[src/rtl/cpu_pkg.sv]
// Shared CPU definitions: instruction field widths, opcode map and fetch-unit state encoding.
package cpu_pkg;

    localparam int INSTR_W  = 16;
    localparam int OPCODE_W = 4;

    localparam logic [OPCODE_W-1:0] OP_ADD  = 4'd0;
    localparam logic [OPCODE_W-1:0] OP_SUB  = 4'd1;
    localparam logic [OPCODE_W-1:0] OP_AND  = 4'd2;
    localparam logic [OPCODE_W-1:0] OP_OR   = 4'd3;
    localparam logic [OPCODE_W-1:0] OP_XOR  = 4'd4;
    localparam logic [OPCODE_W-1:0] OP_LD   = 4'd5;
    localparam logic [OPCODE_W-1:0] OP_ST   = 4'd6;
    localparam logic [OPCODE_W-1:0] OP_MOV  = 4'd7;
    localparam logic [OPCODE_W-1:0] OP_MOVI = 4'd8;
    localparam logic [OPCODE_W-1:0] OP_JUMP = 4'd9;
    localparam logic [OPCODE_W-1:0] OP_CMP  = 4'd12;
    localparam logic [OPCODE_W-1:0] OP_B    = 4'd13;
    localparam logic [OPCODE_W-1:0] OP_HLT  = 4'd15;

    typedef enum logic [2:0] {
        IDLE  = 3'd0,
        FETCH = 3'd1,
        WAIT  = 3'd2,
        HOLD  = 3'd3,
        HALT  = 3'd4
    } ifu_state_t;

endpackage

[src/rtl/ifu_stat_ctr.sv]
// Saturating 16-bit event counter used for fetch statistics (built only with IFU_STAT_EN).
module ifu_stat_ctr (
    input  logic        clk,
    input  logic        rst_n,
    input  logic        i_inc,
    output logic [15:0] o_count
);

    always_ff @(posedge clk) begin
        if (!rst_n) begin
            o_count <= 16'd0;
        end else if (i_inc && (o_count != 16'hFFFF)) begin
            o_count <= o_count + 16'd1;
        end
    end

endmodule

[src/rtl/instr_fetch_unit.sv]
// Instruction fetch stage: PC, imem req/valid handshake, IR with valid/ready to decode.
// Optional IFU_STAT_EN adds saturating fetched/squashed counters.
//
// state | meaning
// IDLE  | one cycle after reset before the first request
// FETCH | latch request address, raise imem_req
// WAIT  | request outstanding; response loads IR or is discarded when squashed
// HOLD  | IR valid, waiting for downstream to accept it
// HALT  | parked until reset
module instr_fetch_unit
    import cpu_pkg::*;
#(
    parameter int               ADDR_W   = 8,
    parameter logic [ADDR_W-1:0] RESET_PC = '0
) (
    input  logic               clk,
    input  logic               rst_n,
    output logic               imem_req,
    output logic [ADDR_W-1:0]  imem_addr,
    input  logic [INSTR_W-1:0] imem_rdata,
    input  logic               imem_valid,
    output logic [INSTR_W-1:0] instr,
    output logic [OPCODE_W-1:0] opcode,
    output logic [ADDR_W-1:0]  instr_pc,
    output logic               instr_valid,
    input  logic               instr_ready,
    input  logic               redirect_en,
    input  logic [ADDR_W-1:0]  redirect_pc,
    input  logic               halt,
    output logic               halted
`ifdef IFU_STAT_EN
    ,
    output logic [15:0]        stat_fetched,
    output logic [15:0]        stat_squashed
`endif
);

    ifu_state_t        r_state;
    logic [ADDR_W-1:0] r_pc;
    logic              r_squash;

    assign opcode = instr[INSTR_W-1 -: OPCODE_W];

    always_ff @(posedge clk) begin
        if (!rst_n) begin
            r_state     <= IDLE;
            r_pc        <= RESET_PC;
            r_squash    <= 1'b0;
            imem_req    <= 1'b0;
            imem_addr   <= '0;
            instr       <= '0;
            instr_pc    <= '0;
            instr_valid <= 1'b0;
            halted      <= 1'b0;
        end else if (halt || (r_state == HALT)) begin
            // Halt beats redirect and any response; a late response is simply never looked at.
            r_state     <= HALT;
            r_squash    <= 1'b0;
            imem_req    <= 1'b0;
            instr_valid <= 1'b0;
            halted      <= 1'b1;
        end else begin
            unique case (r_state)
                IDLE: begin
                    if (redirect_en) r_pc <= redirect_pc;
                    r_state <= FETCH;
                end
                FETCH: begin
                    imem_req  <= 1'b1;
                    imem_addr <= redirect_en ? redirect_pc : r_pc;
                    if (redirect_en) r_pc <= redirect_pc;
                    r_state <= WAIT;
                end
                WAIT: begin
                    if (imem_valid) begin
                        imem_req <= 1'b0;
                        r_squash <= 1'b0;
                        if (r_squash || redirect_en) begin
                            r_state <= FETCH;
                            if (redirect_en) r_pc <= redirect_pc;
                        end else begin
                            instr       <= imem_rdata;
                            instr_pc    <= imem_addr;
                            instr_valid <= 1'b1;
                            r_pc        <= r_pc + 1'b1;
                            r_state     <= HOLD;
                        end
                    end else if (redirect_en) begin
                        // Request must stay stable until memory answers; remember to drop it.
                        r_squash <= 1'b1;
                        r_pc     <= redirect_pc;
                    end
                end
                HOLD: begin
                    if (redirect_en || instr_ready) begin
                        instr_valid <= 1'b0;
                        r_state     <= FETCH;
                    end
                    if (redirect_en) r_pc <= redirect_pc;
                end
                default: r_state <= IDLE;
            endcase
        end
    end

`ifdef IFU_STAT_EN
    logic w_ir_load;
    logic w_discard;
    logic w_drop;

    assign w_ir_load = !halt && (r_state == WAIT) && imem_valid && !r_squash && !redirect_en;
    assign w_discard = !halt && (r_state == WAIT) && imem_valid && (r_squash || redirect_en);
    assign w_drop    = !halt && (r_state == HOLD) && redirect_en && !instr_ready;

    ifu_stat_ctr u_stat_fetched (
        .clk     (clk),
        .rst_n   (rst_n),
        .i_inc   (w_ir_load),
        .o_count (stat_fetched)
    );

    ifu_stat_ctr u_stat_squashed (
        .clk     (clk),
        .rst_n   (rst_n),
        .i_inc   (w_discard || w_drop),
        .o_count (stat_squashed)
    );
`endif

endmodule

[config.mk]
export PLATFORM = sky130hd
export DESIGN_NAME = instr_fetch_unit
export DESIGN_NICKNAME = d
export VERILOG_FILES = /design/src/rtl/cpu_pkg.sv /design/src/rtl/ifu_stat_ctr.sv /design/src/rtl/instr_fetch_unit.sv
export SDC_FILE = /design/constraint.sdc
export NUM_CORES = 1
export LEC_CHECK = 0
export CAP_MARGIN = 15
export CORE_MARGIN = 5
export CORE_UTILIZATION = 50
export DETAILED_ROUTE_END_ITERATION = 10
export PLACE_DENSITY = 0.91
export REMOVE_ABC_BUFFERS = 1
export SYNTH_ARGS = -nofsm -noshare
export SYNTH_HDL_FRONTEND = slang
export SYNTH_SLANG_ARGS = --single-unit
export TNS_END_PERCENT = 100
[constraint.sdc]
create_clock -name clk -period 3.7 [get_ports clk]
set_input_delay 0.555 -clock clk [delete_from_list [all_inputs] [get_ports clk]]
set_output_delay 0.555 -clock clk [all_outputs]
set_load 0.1 [all_outputs]
==> out/metrics.cfg <==
[outcome]
outcome = completed

[yosys]
synth_edf_count = 0
syn_area_um2 = 2305
synth-main-ff-cell = dfxtp_1
yosysSeqAreaShare_pct = 40.83
yosysMostFrequentCell = nand2_1
netlist.area_leader.share_pct = 40.83
yosysUniqueCellTypes = 50
yosys-top-cells-count = 66 x nand2_1, 47 x dfxtp_1, 20 x a21boi_2
ys_top_cells_by_area = dfxtp_1 41%, nand2_1 11%, a21boi_2 9.8%, mux2i_1 3.0%, o211a_1 3.0%
synthCells = 256
synth_seq_cells = 47
yosysWarnings = 0
synth_area_per_cell_um2 = 9.003
yosysTopAreaCell = dfxtp_1
async_flop_share_pct = 0

[timing]
fin_skew_ns = 0.004682
rsz0062_at_grt = false
tns_ns = 0
tightestPinTransition_ns = 1.004
period_minus_slack_ns = 2.478
setup_viol = 0
fin_crit_sh_pct = 66.98
max_slew_margin_pct = 32.87
drv_slew = 0
final_hold_viol_count = 0
fmax_mhz = 403.5

[power_and_ir_drop]
vdd_ir_drop_max_uv = 234.8
power.internal_w = 0.0008518
sw_frac_of_total_pct = 23.41
power.switching_w = 0.0002603
combPwrFrac_pct = 12.9
cellPowerDensity_nw_per_um2 = 364.3
p_clk_share_pct = 39.6
p_leak_nw = 1.099
p_seq_share_pct = 47.5
total_power_w = 0.001112

[final_layout]
syn_to_final_growth_pct = 32.46
finalNonFillerCells = 368
diodes = 0
nNetsFinal = 346
final_core_util_pct = 69.16
drive_gt1_share_pct = 13.61
final_cell_area_um2 = 3053

[clock_tree]
cts_setup_buffers = 0
hold_buffers = 0
clk_path_buf_depth = 2
root_buffer = clkbuf_8
cts_sinks = 47
post_cts_resize_count = 0
insertion_delay_ns = 0.30
cts_max_level = 2
cts_buffers = 5
cts_tree = built
cts.clk_slew.worst_paths_ns = 0.08

[drt]
wirelength_mm = 5.507
viasPerCell = 5.438
wl_per_cell_um = 14.96
via_count = 2001
dr.pass1.iters = 4
drtIter0Drc = 66
postRouteAntennaNets = 0
drc = 0

[floorplanning]
num_rows = 24
design.portCount = 69
die_w_um = 77.89
die_y_um = 77.89
dieArea_um2 = 6067
core_area_um2 = 4414
initial_utilization_pct = 52.21

[setup_path]
cp-start-kind = primary input
cp_max_fo = 24
worst_setup_path_end_kind = register
reg2reg_depth = 4
required_ns = 3.93
reg2reg_setup_slack_ns = 1.69
path_class = in2reg
rr_endpoint = instr[2]
worstReg2RegStart = r_squash
arrival_ns = 2.71

[placement]
dp_hpwl_mm = 3.971
placed_area_um2 = 2920
dp_cells = 360
place.gp.congestion = 0.8238
port_buffers = 68

[run]
max_cap_violations = 0

[min_path]
hold_path_depth = 2
worstHoldPathType = reg2reg
hp-start = instr_pc[1]
min_to = instr_pc[1]

[grt]
grt_max_degree = 32
grt_overflow = 0
antenna_found_initial = 0
grt_pass1_wl_mm = 9.315
grt.total_usage_pct = 19.01
grt_pass1_vias = 1968

==> metrics by stage <==
stage | hold slack, ns | setup slack, ns
floorplan | 0.4475 | 1.577
global placement | 0.4523 | 1.068
detailed placement | 0.4573 | 0.9381
CTS | 0.4690 | 1.201
global route | 0.4837 | 1.052
finish | 0.4652 | 1.222
==> worst max-delay path: stages <==
cell and delay [ns]:
clkdlybuf4s50_1 0.40, buf_4 0.21, nor3b_4 0.36, and3_1 0.80, nand2_1 0.18, a21boi_2 0.19
==> state kept, by name, summed over array words and instances, names as in the netlist <==
name,cells
imem_req,1
instr_valid,1
r_state,3
imem_addr,8
instr_pc,8
r_pc,8
halted,1
instr,16
r_squash,1
==> layer usage <==
metal	up-vias	track usage (%)	wire [µm]
met1	927	22.39	2358
met2	70	32.55	2632
met5	-	0	0
met3	5	6.366	450
met4	0	5.912	65
li1	999	-	-
==> power by group through the flow <==
stage	registers [W]	logic (W)	clock network, W
2_1_floorplan	0.000569	0.0000483	0
6_report	0.000528	0.000143	0.000441
3_3_place_gp	0.000539	0.000141	0
3_5_place_dp	0.000540	0.000143	0
4_1_cts	0.000528	0.000144	0.000450
5_1_grt	0.000531	0.000154	0.000476
==> cell type report <==
cell class	count	area, µm²
clock buffer	6	72.57
inverter	4	15.01
timing repair buffer	73	718.2
clock inverter	2	60.06
multi-input combinational	184	1181
fill	355	1361
tap	52	65.06
sequential	47	940.9
==> logic make-up (layout without fill, tap and decap cells) <==
logic type      count (synthesis)  after routing  share of synthesized area (%)
buf+inv                        25             85                          7.926
compound gates                 69             69                          25.52
mux                             8              8                          3.529
flops                          47             47                          40.83
simple gates                  106            106                          21.66
fa+ha+maj                       1              1                         0.5428
==> worst max-delay path by stage <==
stage	startpoint	to	slack, ns	depth (start not counted)
detailed placement	redirect_en	instr[6]	0.94	6
finish	redirect_en	instr[2]	1.22	6
CTS	redirect_en	instr[2]	1.20	6
global placement	redirect_en	instr[15]	1.07	6
floorplan	instr[12]	instr[12]	1.58	0
global route	redirect_en	instr[2]	1.05	6
==> cell usage in the layout, fill, tap and decap left out, types with 2 or more instances in the layout <==
cell type | netlist | final
o2bb2ai_1 | 2 | 2
nand3b_1 | 2 | 2
a21boi_0 | 4 | 4
and3_1 | 3 | 3
dfxtp_1 | 47 | 47
o22ai_1 | 2 | 2
or2_2 | 3 | 3
buf_4 | 5 | 5
bufinv_16 | 0 | 2
clkdlybuf4s50_1 | 0 | 68
nor2_1 | 6 | 6
a21boi_2 | 20 | 20
o21ai_0 | 7 | 7
nor2b_1 | 3 | 3
and2_1 | 2 | 2
o211ai_1 | 2 | 2
a31oi_1 | 2 | 2
clkbuf_8 | 0 | 5
inv_1 | 4 | 4
nand3_1 | 7 | 7
o211a_1 | 7 | 7
nand2_1 | 66 | 66
mux2i_1 | 7 | 7
nand2b_1 | 5 | 5
a21oi_1 | 10 | 10
a211oi_1 | 2 | 2
(Power assumes the default switching activity.)
